File: src/rtl/enc_link_pkg.sv
// Shared constants and types for the encrypted-frame link receiver.
package enc_link_pkg;

    localparam int FRAME_W = 78;
    localparam int CHUNK_W = 6;
    localparam int BEATS   = FRAME_W / CHUNK_W;

    typedef enum logic [0:0] {
        IDLE    = 1'b0,
        COLLECT = 1'b1
    } state_e;

    typedef logic [$clog2(BEATS)-1:0] cnt_t;

endpackage

File: src/rtl/enc_frame_rx_if.sv
// Link-side beat stream plus frame-side valid/ready output of the receiver.
interface enc_frame_rx_if;
    import enc_link_pkg::*;

    logic               rx_valid;
    logic               rx_sof;
    logic [CHUNK_W-1:0] rx_data;
    logic               rx_parity;
    logic               frame_valid;
    logic               frame_ready;
    logic [FRAME_W-1:0] frame_data;
    logic               frame_err;
    logic [7:0]         overflow_cnt;

    modport master (
        output rx_valid, rx_sof, rx_data, rx_parity, frame_ready,
        input  frame_valid, frame_data, frame_err, overflow_cnt
    );

    modport slave (
        input  rx_valid, rx_sof, rx_data, rx_parity, frame_ready,
        output frame_valid, frame_data, frame_err, overflow_cnt
    );

endinterface

File: src/rtl/frame_fifo.sv
// Small synchronous frame store; push while full is accepted only alongside a pop.
module frame_fifo #(
    parameter int DEPTH = 2,
    parameter int WIDTH = 78
) (
    input  logic             clk,
    input  logic             rst,
    input  logic             push,
    input  logic             pop,
    input  logic [WIDTH-1:0] din,
    output logic             full,
    output logic             empty,
    output logic [WIDTH-1:0] head
);

    localparam int PTR_W = (DEPTH > 1) ? $clog2(DEPTH) : 1;
    localparam int CNT_W = $clog2(DEPTH + 1);
    localparam logic [CNT_W-1:0] FULL_CNT = CNT_W'(DEPTH);

    logic [WIDTH-1:0] mem [DEPTH];
    logic [PTR_W-1:0] wr_ptr;
    logic [PTR_W-1:0] rd_ptr;
    logic [CNT_W-1:0] count;
    logic             do_push;
    logic             do_pop;

    always_comb begin
        full    = (count == FULL_CNT);
        empty   = (count == '0);
        do_pop  = pop && !empty;
        do_push = push && (!full || do_pop);
        // Drive zeros when empty so the head reads as a clean reset value.
        head    = empty ? '0 : mem[rd_ptr];
    end

    always_ff @(posedge clk) begin
        if (rst) begin
            wr_ptr <= '0;
            rd_ptr <= '0;
            count  <= '0;
        end else begin
            if (do_push) wr_ptr <= wr_ptr + 1'b1;
            if (do_pop)  rd_ptr <= rd_ptr + 1'b1;
            count <= count + {{(CNT_W-1){1'b0}}, do_push} - {{(CNT_W-1){1'b0}}, do_pop};
        end
    end

    always_ff @(posedge clk) begin
        if (do_push) mem[wr_ptr] <= din;
    end

endmodule

File: src/rtl/enc_frame_rx.sv
// Reassembles parity-protected 6-bit link beats into 78-bit frames and buffers
// complete good frames for the decryption path.
module enc_frame_rx
    import enc_link_pkg::*;
#(
    parameter int DEPTH = 2
) (
    input  logic          Clk,
    input  logic          Rst,
    enc_frame_rx_if.slave bus
);

    localparam logic [0:0] S_IDLE    = IDLE;
    localparam logic [0:0] S_COLLECT = COLLECT;
    localparam cnt_t       LAST_CNT  = cnt_t'(BEATS - 1);

    logic [0:0]         state;
    cnt_t               cnt;
    logic               perr;
    logic               err_p1;
    logic [7:0]         ovf_cnt;
    logic [FRAME_W-1:0] shreg;
    logic [FRAME_W-1:0] shifted;
    logic               par_bad;
    logic               frame_bad;
    logic               last_beat;
    logic               take_beat;
    logic               push;
    logic               pop;
    logic               drop;
    logic               full;
    logic               empty;

    always_comb begin
        par_bad   = ^{bus.rx_data, bus.rx_parity};
        shifted   = {shreg[FRAME_W-CHUNK_W-1:0], bus.rx_data};
        take_beat = bus.rx_valid && (bus.rx_sof || state == S_COLLECT);
        last_beat = (state == S_COLLECT) && bus.rx_valid && !bus.rx_sof && (cnt == LAST_CNT);
        frame_bad = perr || par_bad;
        pop       = !empty && bus.frame_ready;
        push      = last_beat && !frame_bad && (!full || pop);
        drop      = last_beat && !frame_bad && full && !pop;
    end

    // Stage p0: beat acceptance, frame assembly and error/overflow bookkeeping
    always_ff @(posedge Clk) begin
        if (Rst) begin
            state   <= S_IDLE;
            cnt     <= '0;
            perr    <= 1'b0;
            err_p1  <= 1'b0;
            ovf_cnt <= '0;
        end else begin
            err_p1 <= 1'b0;
            if (bus.rx_valid) begin
                if (bus.rx_sof) begin
                    // A new SOF inside a frame aborts the partial one.
                    if (state == S_COLLECT) err_p1 <= 1'b1;
                    state <= S_COLLECT;
                    cnt   <= cnt_t'(1);
                    perr  <= par_bad;
                end else if (state == S_COLLECT) begin
                    if (cnt == LAST_CNT) begin
                        state <= S_IDLE;
                        cnt   <= '0;
                        perr  <= 1'b0;
                        if (frame_bad) err_p1 <= 1'b1;
                    end else begin
                        cnt  <= cnt + cnt_t'(1);
                        perr <= frame_bad;
                    end
                end
            end
            if (drop && ovf_cnt != 8'hFF) ovf_cnt <= ovf_cnt + 8'd1;
        end
    end

    always_ff @(posedge Clk) begin
        if (take_beat) shreg <= shifted;
    end

    frame_fifo #(
        .DEPTH (DEPTH),
        .WIDTH (FRAME_W)
    ) u_fifo (
        .clk   (Clk),
        .rst   (Rst),
        .push  (push),
        .pop   (pop),
        .din   (shifted),
        .full  (full),
        .empty (empty),
        .head  (bus.frame_data)
    );

    assign bus.frame_valid  = !empty;
    assign bus.frame_err    = err_p1;
    assign bus.overflow_cnt = ovf_cnt;

endmodule

File: src/flat_wrapper.sv
// flat-port wrapper written by rule: the top's interface ports become plain ports
module enc_frame_rx_flat import enc_link_pkg::*;
#(
    parameter int DEPTH = 2
)
  (Clk, Rst, bus_rx_valid, bus_rx_sof, bus_rx_data, bus_rx_parity, bus_frame_ready, bus_frame_valid, bus_frame_data, bus_frame_err, bus_overflow_cnt);
  enc_frame_rx_if bus_i ();
  input  logic Clk;
  input  logic Rst;
  input wire logic [$bits(bus_i.rx_valid)-1:0] bus_rx_valid;
  input wire logic [$bits(bus_i.rx_sof)-1:0] bus_rx_sof;
  input wire logic [$bits(bus_i.rx_data)-1:0] bus_rx_data;
  input wire logic [$bits(bus_i.rx_parity)-1:0] bus_rx_parity;
  input wire logic [$bits(bus_i.frame_ready)-1:0] bus_frame_ready;
  output wire logic [$bits(bus_i.frame_valid)-1:0] bus_frame_valid;
  output wire logic [$bits(bus_i.frame_data)-1:0] bus_frame_data;
  output wire logic [$bits(bus_i.frame_err)-1:0] bus_frame_err;
  output wire logic [$bits(bus_i.overflow_cnt)-1:0] bus_overflow_cnt;
  assign bus_i.rx_valid = bus_rx_valid;
  assign bus_i.rx_sof = bus_rx_sof;
  assign bus_i.rx_data = bus_rx_data;
  assign bus_i.rx_parity = bus_rx_parity;
  assign bus_i.frame_ready = bus_frame_ready;
  assign bus_frame_valid = bus_i.frame_valid;
  assign bus_frame_data = bus_i.frame_data;
  assign bus_frame_err = bus_i.frame_err;
  assign bus_overflow_cnt = bus_i.overflow_cnt;
  enc_frame_rx #(.DEPTH(DEPTH)) u_core (.Clk(Clk), .Rst(Rst), .bus(bus_i));
endmodule
File: config.mk
export PLATFORM = sky130hd
export DESIGN_NAME = enc_frame_rx_flat
export DESIGN_NICKNAME = d
export VERILOG_FILES = /design/src/rtl/enc_link_pkg.sv /design/src/rtl/enc_frame_rx_if.sv /design/src/rtl/frame_fifo.sv /design/src/rtl/enc_frame_rx.sv /design/src/flat_wrapper.sv
export SDC_FILE = /design/constraint.sdc
export NUM_CORES = 1
export LEC_CHECK = 0
export CORE_UTILIZATION = 40
export CTS_CLUSTER_DIAMETER = 40
export DETAILED_ROUTE_END_ITERATION = 6
export HOLD_SLACK_MARGIN = 0.15
export PLACE_DENSITY = 0.64
export SLEW_MARGIN = 20
export SYNTH_ARGS = -nofsm -noshare
export SYNTH_HDL_FRONTEND = slang
export SYNTH_SLANG_ARGS = --single-unit
export TNS_END_PERCENT = 1
File: constraint.sdc
create_clock -name Clk -period 6.62 [get_ports Clk]
set_clock_uncertainty 0.2 [all_clocks]
set_input_delay 1.986 -clock Clk [delete_from_list [all_inputs] [get_ports Clk]]
set_output_delay 1.986 -clock Clk [all_outputs]
set_load 0.1 [all_outputs]
==> reports/qor.txt <==
Status: completed
Drt wl/cell: 17.08 um
Worst hold path class: flip-flop to flip-flop
Initial antenna violation count: 0
Unrepaired setup endpoints after global routing: no
Io pins: 100
Slew headroom: 32.45%
Synth Register Bits: 248
Area taken by multi-input logic gates: 1780 um^2
Die width: 153.2 um
Syn_nets: 545
P_leak: 3.733 nW
Area growth syn-to-layout: 27.55%
Die Ht: 153.2 um
Layout cells sized above 1: 11.34%
Global Route Usage Sum: 14.32%
Vias per cell: 4.978
Ranking of synthesized cells by area: edfxtp_1 75%, mux2i_1 8.5%, dfxtp_1 4.4%
Final min period: 5541 ps
Synth Area per Inst: 17.31 um^2
Post-synth ARST share: 0%
DRT Pass-1 Iters: 4
Worst skew pair latency: 490 ps
Cts bufs inserted: 34
Seq pwr share: 47.9%
Antenna Cells: 0
Design Power: 3.669 mW
Max Freq: 180.5 MHz
Hold Vio Cnt, Final: 0
Cells after Synth: 528
Worst slew pin tran: 1010 ps
Tcrit/Tclk final: 83.71%
Clock Sinks: 248
Synthesized area: 9141 um^2
Routed WL: 16,230 um
Crit path max fanout: 45
Initial core utilization: 41.38%
First DRT Iteration DRCs: 285
Core area: 22,090 um^2
Number of global-route vias before repair: 4,999
Highest-delay cell along the critical path: clkdlybuf4s50_1
Max Slew Vio Count: 0
Yosys warning count: 0
Clk root buf: clkbuf_16
Largest net degree at the start of global routing: 79
First-pass GRT wire length: 26,160 um
Max cap viols: 0
CP max stage delay: 1170 ps
Clk slew on worst S/H paths: 60 ps
Synth cell types: 44
CTS tree: done
Port Buffers: 99
Cells after DPL: 889
Filler instances: 1,793
Die area: 23,460 um^2
Register area: 7251 um^2
Req. time, crit path: 4430 ps
CTS resizes: 0
FP Rows: 54
Setup repair bufs after CTS: 0
Final ANT Viol Nets: 0
Sw Share: 18.78%
Final setup violation count: 0
Hpwl dp: 9457 um
WHS: 245.6 ps
Gpl congestion: 0.7602
Share of the synthesized area in the top cell type: 74.90%
DRC Markers: 0
Crit. End Element: primary output
Final setup TNS: 0 ps
Most used DFF post-synth: edfxtp_1
Peak supply drop: 226.9 uV
P_sw: 0.6891 mW
Clock Power Share: 50.6%
Nets: 662
Crit-path cells: buf_4 > mux2i_1 > nor2_1 > clkdlybuf4s50_1
H-tree levels: 2
Largest area contributor in the netlist: edfxtp_1
Setup CP Type: flip-flop to primary output
EDFF count, synth: 228
Post-synthesis sequential area ratio: 79.28%
Internal Power: 2.980 mW
Power share of the combinational group: 1.4%
Startpoint types: flip-flop
Post-Layout Cell Count: 950
Vias after detailed routing: 4,729
PD cells: 314.7 nW/um^2
CTS Hold Buffers Added: 0
Max clock buf depth: 3
GRT overflow: 0
CP arrival: 3360 ps
[area by class of cell]
| type | count | share of cell area (%) |
|---|---|---|
| repair buffers | 105 | 9.100 |
| clock buffers | 43 | 7.855 |
| clock inverters | 18 | 2.339 |
| inverters | 7 | 0.2468 |
| well taps | 280 | 3.005 |
| flip-flops and latches | 248 | 62.18 |
| multi-input cells | 249 | 15.27 |
[critical path: cells and delay by family (launching register included)]
family / cells / cell delay, ps
DFF: 1 / 870
muxes: 1 / 130
buffers and inverters: 2 / 1650
and+or+nand+nor: 1 / 190
[state kept, by name, summed over array words and instances, names as in the netlist, 2 cells and up, named ones only]
name / cells
u_core.u_fifo.mem: 156
u_core.shreg: 72
u_core.bus.overflow_cnt: 8
u_core.cnt: 4
u_core.u_fifo.count: 2
[cell families after synthesis]
family	count (synthesis)	synth area share [%]
buffers and inverters	31	1.410
multiplexers	82	9.034
XOR/XNOR	7	0.9854
flip-flops	248	79.28
adder cells (fa/ha/maj)	5	0.6844
AO/OA/AOI/OAI	21	1.519
AND/OR/NAND/NOR	134	7.090
[cell usage after synthesis, types with 5 or more instances]
master,n
nor2_1,92
clkbuf_1,13
nand3_1,5
buf_1,6
inv_1,7
ha_1,5
mux2i_1,78
nor2b_1,5
dfxtp_1,20
edfxtp_1,228
a21oi_1,7
[power by group through the flow]
stage          combinational [mW]  clock [mW]  sequential, mW
2_1_floorplan              0.0353           0            1.78
3_3_place_gp               0.0503           0            1.79
3_5_place_dp               0.0528           0            1.79
4_1_cts                    0.0528        1.89            1.76
5_1_grt                    0.0579        1.96            1.76
6_report                   0.0521        1.86            1.76
[final timing paths]
path / cells past startpoint / slack (ps) / from / end
setup / recovery: 4 / 1080 / flip-flop / bus_frame_data[61]
hold reg to reg: 0 / 250 / u_core.shreg[67] / u_core.u_fifo.mem[0][73]
hold / removal: 0 / 250 / u_core.shreg[67] / u_core.u_fifo.mem[0][73]
setup reg to reg: 7 / 3360 / u_core.cnt[0] / u_core.u_fifo.mem[0][38]
[layer usage]
metal	vias to the layer above	wire length [um]	GRT usage, %
met1	2325	7227	17.77
li1	2235	-	-
met4	0	355	5.772
met2	143	7829	24.20
met5	-	0	0
met3	26	817	3.346
[through the flow]
step,area (um^2),worst slack (ps),utilization [%]
after floorplan,9144,765.2,-
after global placement,10470,1311,47.39
after detailed placement,10470,1248,47.39
after CTS,11660,1007,52.77
after global routing,11660,947.7,52.77
final,11660,1079,52.77
[cell usage in the layout, fill, tap and decap left out, drive strengths merged]
cell type	netlist	layout
clkinv	0	11
nand2	2	2
xnor2	4	4
and3	2	2
nor4b	3	3
xnor3	2	2
buf	10	6
o21ai	3	3
or4	4	4
and4	1	1
nor4	3	3
and2	1	1
nor3	4	4
dfxtp	20	20
a22oi	2	2
a211oi	2	2
a21oi	7	7
nor2b	5	5
nand4	3	3
nor3b	1	1
ha	5	5
nand3b	2	2
o31a	1	1
mux2i	78	78
clkdlybuf4s50	0	99
o21ba	1	1
clkbuf	14	43
nor2	92	92
nand3	5	5
and3b	2	2
xor2	1	1
or3	2	2
o31ai	4	4
mux2	4	4
edfxtp	228	228
a311oi	1	1
bufinv	0	6
nand4b	2	2
inv	7	8
Power figures use the tool's default switching activity.
